--- src/rtl/uart_pkg.sv ---
// Shared definitions for the UART command receiver and the PWM duty stage.
package uart_pkg;

    typedef enum logic [2:0] {
        IDLE  = 3'd0,
        START = 3'd1,
        DATA  = 3'd2,
        STOP  = 3'd3,
        BREAK = 3'd4
    } state_t;

    localparam logic [7:0] CMD_OFF  = 8'h30;
    localparam logic [7:0] CMD_MID  = 8'h63;
    localparam logic [7:0] CMD_FULL = 8'h78;

    // 50 MHz system clock, 9600 baud
    localparam int CLKS_PER_BIT_DEFAULT = 5208;

endpackage

--- src/rtl/uart_rx_cmd_if.sv ---
// Serial line in, received command byte and status strobes out.
// master drives rx and watches the results; slave is the receiver.
interface uart_rx_cmd_if;
    import uart_pkg::*;

    logic       rx;
    logic [7:0] data;
    logic       data_valid;
    logic       frame_err;
    logic       busy;
    state_t     state;

    modport master (output rx, input data, data_valid, frame_err, busy, state);
    modport slave  (input rx, output data, data_valid, frame_err, busy, state);

endinterface

--- src/rtl/sync_2ff.sv ---
// Two-flop synchroniser for an asynchronous pin, with a selectable reset value.
module sync_2ff #(
    parameter logic RESET_VAL = 1'b1
) (
    input  logic clk,
    input  logic rst_n,
    input  logic d,
    output logic q
);

    logic meta;

    always_ff @(posedge clk or negedge rst_n) begin
        if (!rst_n) begin
            meta <= RESET_VAL;
            q    <= RESET_VAL;
        end else begin
            meta <= d;
            q    <= meta;
        end
    end

endmodule

--- src/rtl/uart_rx_cmd.sv ---
// UART 8N1 receiver holding the last correctly framed byte for the PWM stage.
// data_valid / frame_err are one-cycle strobes; busy is high outside IDLE.
module uart_rx_cmd
    import uart_pkg::*;
#(
    parameter int         CLKS_PER_BIT = CLKS_PER_BIT_DEFAULT,
    parameter logic [7:0] RESET_BYTE   = CMD_OFF
) (
    input logic          clk,
    input logic          rst_n,
    uart_rx_cmd_if.slave bus
);

    localparam int CW = $clog2(CLKS_PER_BIT);
    localparam logic [CW-1:0] CNT_LAST = CW'(CLKS_PER_BIT - 1);
    localparam logic [CW-1:0] CNT_HALF = CW'(CLKS_PER_BIT / 2 - 1);

    logic          rx_s;
    state_t        state;
    logic [CW-1:0] cnt;
    logic [2:0]    bit_idx;
    logic [7:0]    shreg;
    logic [7:0]    data_q;
    logic          valid_q;
    logic          ferr_q;

    sync_2ff #(.RESET_VAL(1'b1)) u_rx_sync (
        .clk   (clk),
        .rst_n (rst_n),
        .d     (bus.rx),
        .q     (rx_s)
    );

    always_ff @(posedge clk or negedge rst_n) begin
        if (!rst_n) begin
            state   <= IDLE;
            cnt     <= '0;
            bit_idx <= '0;
            shreg   <= '0;
            data_q  <= RESET_BYTE;
            valid_q <= 1'b0;
            ferr_q  <= 1'b0;
        end else begin
            valid_q <= 1'b0;
            ferr_q  <= 1'b0;
            case (state)
                IDLE: begin
                    cnt <= '0;
                    if (!rx_s) state <= START;
                end
                // Re-check the start bit mid-bit so short low glitches are dropped.
                START: begin
                    if (cnt == CNT_HALF) begin
                        cnt     <= '0;
                        bit_idx <= '0;
                        state   <= rx_s ? IDLE : DATA;
                    end else begin
                        cnt <= cnt + CW'(1);
                    end
                end
                DATA: begin
                    if (cnt == CNT_LAST) begin
                        cnt   <= '0;
                        shreg <= {rx_s, shreg[7:1]};
                        if (bit_idx == 3'd7) state <= STOP;
                        else bit_idx <= bit_idx + 3'd1;
                    end else begin
                        cnt <= cnt + CW'(1);
                    end
                end
                STOP: begin
                    if (cnt == CNT_LAST) begin
                        cnt <= '0;
                        if (rx_s) begin
                            data_q  <= shreg;
                            valid_q <= 1'b1;
                            state   <= IDLE;
                        end else begin
                            ferr_q <= 1'b1;
                            state  <= BREAK;
                        end
                    end else begin
                        cnt <= cnt + CW'(1);
                    end
                end
                // A line held low after a bad stop must return high before a new start.
                BREAK: begin
                    if (rx_s) state <= IDLE;
                end
                default: state <= IDLE;
            endcase
        end
    end

    assign bus.data       = data_q;
    assign bus.data_valid = valid_q;
    assign bus.frame_err  = ferr_q;
    assign bus.busy       = (state != IDLE);
    assign bus.state      = state;

endmodule

--- src/flat_wrapper.sv ---
// flat-port wrapper written by rule: the top's interface ports become plain ports
module uart_rx_cmd_flat import uart_pkg::*;
#(
    parameter int         CLKS_PER_BIT = CLKS_PER_BIT_DEFAULT,
    parameter logic [7:0] RESET_BYTE   = CMD_OFF
)
  (clk, rst_n, bus_rx, bus_data, bus_data_valid, bus_frame_err, bus_busy, bus_state);
  uart_rx_cmd_if bus_i ();
  input logic clk;
  input logic rst_n;
  input wire logic [$bits(bus_i.rx)-1:0] bus_rx;
  output wire logic [$bits(bus_i.data)-1:0] bus_data;
  output wire logic [$bits(bus_i.data_valid)-1:0] bus_data_valid;
  output wire logic [$bits(bus_i.frame_err)-1:0] bus_frame_err;
  output wire logic [$bits(bus_i.busy)-1:0] bus_busy;
  output wire logic [$bits(bus_i.state)-1:0] bus_state;
  assign bus_i.rx = bus_rx;
  assign bus_data = bus_i.data;
  assign bus_data_valid = bus_i.data_valid;
  assign bus_frame_err = bus_i.frame_err;
  assign bus_busy = bus_i.busy;
  assign bus_state = bus_i.state;
  uart_rx_cmd #(.CLKS_PER_BIT(CLKS_PER_BIT), .RESET_BYTE(RESET_BYTE)) u_core (.clk(clk), .rst_n(rst_n), .bus(bus_i));
endmodule
--- config.mk ---
export PLATFORM = sky130hd
export DESIGN_NAME = uart_rx_cmd_flat
export DESIGN_NICKNAME = d
export VERILOG_FILES = /design/src/rtl/uart_pkg.sv /design/src/rtl/uart_rx_cmd_if.sv /design/src/rtl/sync_2ff.sv /design/src/rtl/uart_rx_cmd.sv /design/src/flat_wrapper.sv
export SDC_FILE = /design/constraint.sdc
export NUM_CORES = 1
export LEC_CHECK = 0
export BUFFER_PORTS_ARGS = -buffer_cell sky130_fd_sc_hd__buf_2
export CAP_MARGIN = 20
export CORE_UTILIZATION = 44
export CTS_CLUSTER_SIZE = 10
export DETAILED_ROUTE_END_ITERATION = 7
export HOLD_SLACK_MARGIN = 0.08
export SLEW_MARGIN = 20
export SYNTH_ARGS = -nofsm -noshare
export SYNTH_HDL_FRONTEND = slang
export SYNTH_HIERARCHICAL = 1
export SYNTH_SLANG_ARGS = --single-unit
--- constraint.sdc ---
create_clock -name clk -period 2.1 [get_ports clk]
set_input_delay 0.21 -clock clk [delete_from_list [all_inputs] [get_ports clk]]
set_output_delay 0.21 -clock clk [all_outputs]
set_load 0.05 [all_outputs]
==> metrics.md <==
| Metric | Value |
|---|---|
| IO buf count | 16 |
| Switching Fraction | 17.7% |
| P_sw | 265 µW |
| Flop pwr share | 50.5% |
| Initial antenna violation count | 0 |
| Fill count | 364 |
| Antenna Nets Post-Route | 0 |
| CTS-repair resized insts | 0 |
| CTS tree | done |
| Synth Area in XOR/XNOR | 2.74% |
| Mapped Nets | 170 |
| IO Count | 17 |
| Outcome | completed |
| Register area share after synthesis | 51.1% |
| Total GRT Usage | 17.3% |
| Pint | 1.23 mW |
| Detailed Routing Iterations Pass 1 | 4 |
| Share of cells above drive strength 1 | 31.2% |
| Final nets | 194 |
| Complex-gate fraction of the synthesized area | 6.45% |
| Clock root cell | clkbuf_8 |
| Routed via count | 1299 |
| DP HPWL | 2510 µm |
| Max cap viols | 0 |
| # diodes | 0 |
| CP Class | reg -> reg |
| Crit start category | flop |
| Row cnt | 23 |
| CTS max path bufs | 2 |
| GR Overflow Total | 0 |
| Layout Utilization | 54.0% |
| Synth async-reset ratio | 100% |
| Hold slack | 363 ps |
| Global-route wire length before repair | 5820 µm |
| Yosys reg bits | 39 |
| Adder-Cell Fraction of Synth Area | 1.95% |
| Clock latency at the later pin of the worst-skew pair | 280 ps |
| Delay of the slowest critical-path stage | 560 ps |
| Initial Util | 47.0% |
| Core Area | 0.00409 mm² |
| Hold Path Class | reg -> reg |
| Max-slew violations | 0 |
| Post-DR wirelength/cell | 14.6 µm |
| Initial DRC count | 79 |
| Final hold viol count | 0 |
| CP endpoint kind | flop |
| WP data required | 2300 ps |
| Clock period minus worst slack | 1920 ps |
| EDFF count, synth | 0 |
| Post-Syn Instances | 164 |
| Crit-path cells | ha_1, nand2_1, nor4_1, nand3_1, xor2_1, o21ai_0 |
| Placed Instances | 229 |
| Fin crit share | 91.6% |
| Synthesized area | 0.00192 mm² |
| Setup TNS Final | 0 ps |
| Die W | 68.1 µm |
| Max Clk Rate | 520 MHz |
| Die H | 68.1 µm |
| DRC viols | 0 |
| RSZ-0062 raised after global routing | no |
| CTS Buf Count | 5 |
| Synth Flop Type | dfrtp_1 |
| Total Wirelength | 3480 µm |
| Mux cell area share after synthesis | 12.0% |
| Critical Path AT | 2130 ps |
| Critical-path top delay cell | nor4_1 |
| Yosys cell types | 45 |
| Vias in the first global route | 1249 |
| Clock slew at reported path FFs | 70 ps |
| Combinational family with the most area after synthesis | simple AND/OR/NAND/NOR gates |
| Post-Layout Cell Count | 239 |
| Pin slew with the least headroom to its limit | 841 ps |
| Drt via density | 5.44 |
| Max-slew headroom | 43.9% |
| Pwr Total | 1.50 mW |
| Clk_skew | 3.61 ps |
| Largest vdd supply drop | 544 µV |
| Die area | 0.00463 mm² |
| Avg Synthesized Cell Area | 11.7 µm² |
| Combinational group share of total power | 1.3% |
| Synth warn | 6 |
| Largest net degree at the start of global routing | 40 |
| Critical Path Fanout Max | 7 |
| H-tree depth | 2 |
| Synth-to-Final Area Change | 14.9% |
| Clock Power Share | 48.2% |
| CTS Sinks | 39 |
| LEAKAGE | 1.05 nW |
| Simple-Gate Fraction of Synth Area | 23.6% |
| GPL Wtd Cong | 0.800 |
| Cell Pwr Density | 679 mW/mm² |
| Final-report setup violation count | 0 |
-- cell type report --
cell class                      count  area, µm²  share of cell area, %
Sequential cell                    39        981                   44.4
Multi-Input combinational cell    118        897                   40.6
Timing Repair Buffer               21        123                   5.56
Clock buffer                        6       72.6                   3.29
Tap cell                           50       62.6                   2.83
Clock inverter                      2       60.1                   2.72
Inverter                            3       11.3                  0.510
-- layout by cell type, fill, tap and decap left out, types with 4 or more instances in the layout --
cell type / Yosys / final
a21oi_1: 4 / 4
buf_2: 1 / 16
nor3_1: 4 / 4
clkbuf_8: 0 / 5
nor2_1: 12 / 12
o21ai_0: 5 / 5
and4bb_2: 4 / 4
dfstp_2: 4 / 4
or3_1: 4 / 4
mux2_2: 8 / 8
mux2_4: 8 / 8
dfrtp_1: 35 / 35
xor2_1: 4 / 4
nand2_1: 16 / 16
nand3_1: 11 / 11
-- through the flow --
stage	setup WS (ps)	instance area, µm²
floorplan	247	1920
global placement	267	2050
detailed placement	174	2050
CTS	191	2210
global route	31.2	2210
finish	177	2210
-- flip-flops by register name, indices dropped and copies added (netlist names) --
name                   count
u_core/u_rx_sync/q         1
u_core/bus.state           3
u_core/cnt                13
u_core/u_rx_sync/meta      1
u_core/bus.frame_err       1
u_core/bus.data            8
u_core/bus.data_valid      1
u_core/bit_idx             3
u_core/shreg               8
-- power by group through the flow --
| stage | sequential, mW | combinational (mW) | clock (mW) |
|---|---|---|---|
| 6_report | 0.757 | 0.0190 | 0.723 |
| 5_1_grt | 0.757 | 0.0228 | 0.776 |
| 4_1_cts | 0.756 | 0.0202 | 0.745 |
| 3_5_place_dp | 0.771 | 0.0174 | 0 |
| 3_3_place_gp | 0.771 | 0.0167 | 0 |
| 2_1_floorplan | 0.770 | 0.000825 | 0 |
-- cells by family (layout without fill, tap and decap cells) --
group	Yosys count	after routing
buf+inv	7	32
flops	39	39
fa+ha+maj	3	3
xor+xnor	6	6
simple gates	73	73
mux	18	18
compound gates	18	18
-- timing repair --
item | 4_1_cts | 5_1_grt
buffers inserted | 0 | 0
hold buffers | 2 | 0
endpoints found under the hold margin | 36 | 0
-- final timing paths --
| kind | from | end | slack, ps | cells past startpoint |
|---|---|---|---|---|
| max | u_core/cnt[0]$_DFFE_PN0P_ | u_core/cnt[12]$_DFFE_PN0P_ | 180 | 6 |
| min | u_core/u_rx_sync/meta$_DFF_PN1_ | u_core/u_rx_sync/q$_DFF_PN1_ | 360 | 0 |
| max reg2reg | u_core/cnt[0]$_DFFE_PN0P_ | u_core/cnt[12]$_DFFE_PN0P_ | 180 | 6 |
| min reg2reg | u_core/u_rx_sync/meta$_DFF_PN1_ | u_core/u_rx_sync/q$_DFF_PN1_ | 360 | 0 |
| max in group asynchronous | rst_n | u_core/cnt[9]$_DFFE_PN0P_ | 1010 | 2 |
| min in group asynchronous | rst_n | u_core/bus.data_valid$_DFF_PN0_ | 570 | 2 |
-- cell usage after synthesis, types with 2 or more instances --
library cell | count | area [µm²]
dfrtp_1 | 35 | 876
nand2_1 | 16 | 60.1
nor2_1 | 12 | 45.0
nand3_1 | 11 | 55.1
mux2_2 | 8 | 90.1
mux2_4 | 8 | 120
o21ai_0 | 5 | 25.0
a21oi_1 | 4 | 20.0
and4bb_2 | 4 | 50.1
dfstp_2 | 4 | 105
nor3_1 | 4 | 20.0
or3_1 | 4 | 25.0
xor2_1 | 4 | 35.0
ha_1 | 3 | 37.5
nand2b_1 | 3 | 18.8
o21ai_1 | 3 | 15.0
a21o_1 | 2 | 15.0
buf_6 | 2 | 22.5
inv_1 | 2 | 7.51
mux2i_1 | 2 | 20.0
nor4_1 | 2 | 12.5
nor4b_2 | 2 | 30.0
xnor2_1 | 2 | 17.5
-- worst max-delay path: cells and delay by family, from the launching register on --
kind / cells / cell delay [ps]
xor+xnor: 1 / 170
fa+ha+maj: 1 / 280
flops: 1 / 380
compound gates: 1 / 160
simple gates: 3 / 850
-- routing by layer --
metal | routed length [µm] | track usage [%]
met1 | 1670 | 23.5
met5 | 0 | 0
met4 | 45 | 6.77
met3 | 104 | 4.67
met2 | 1660 | 25.9
Note: power is estimated with default switching activity, not from simulation.
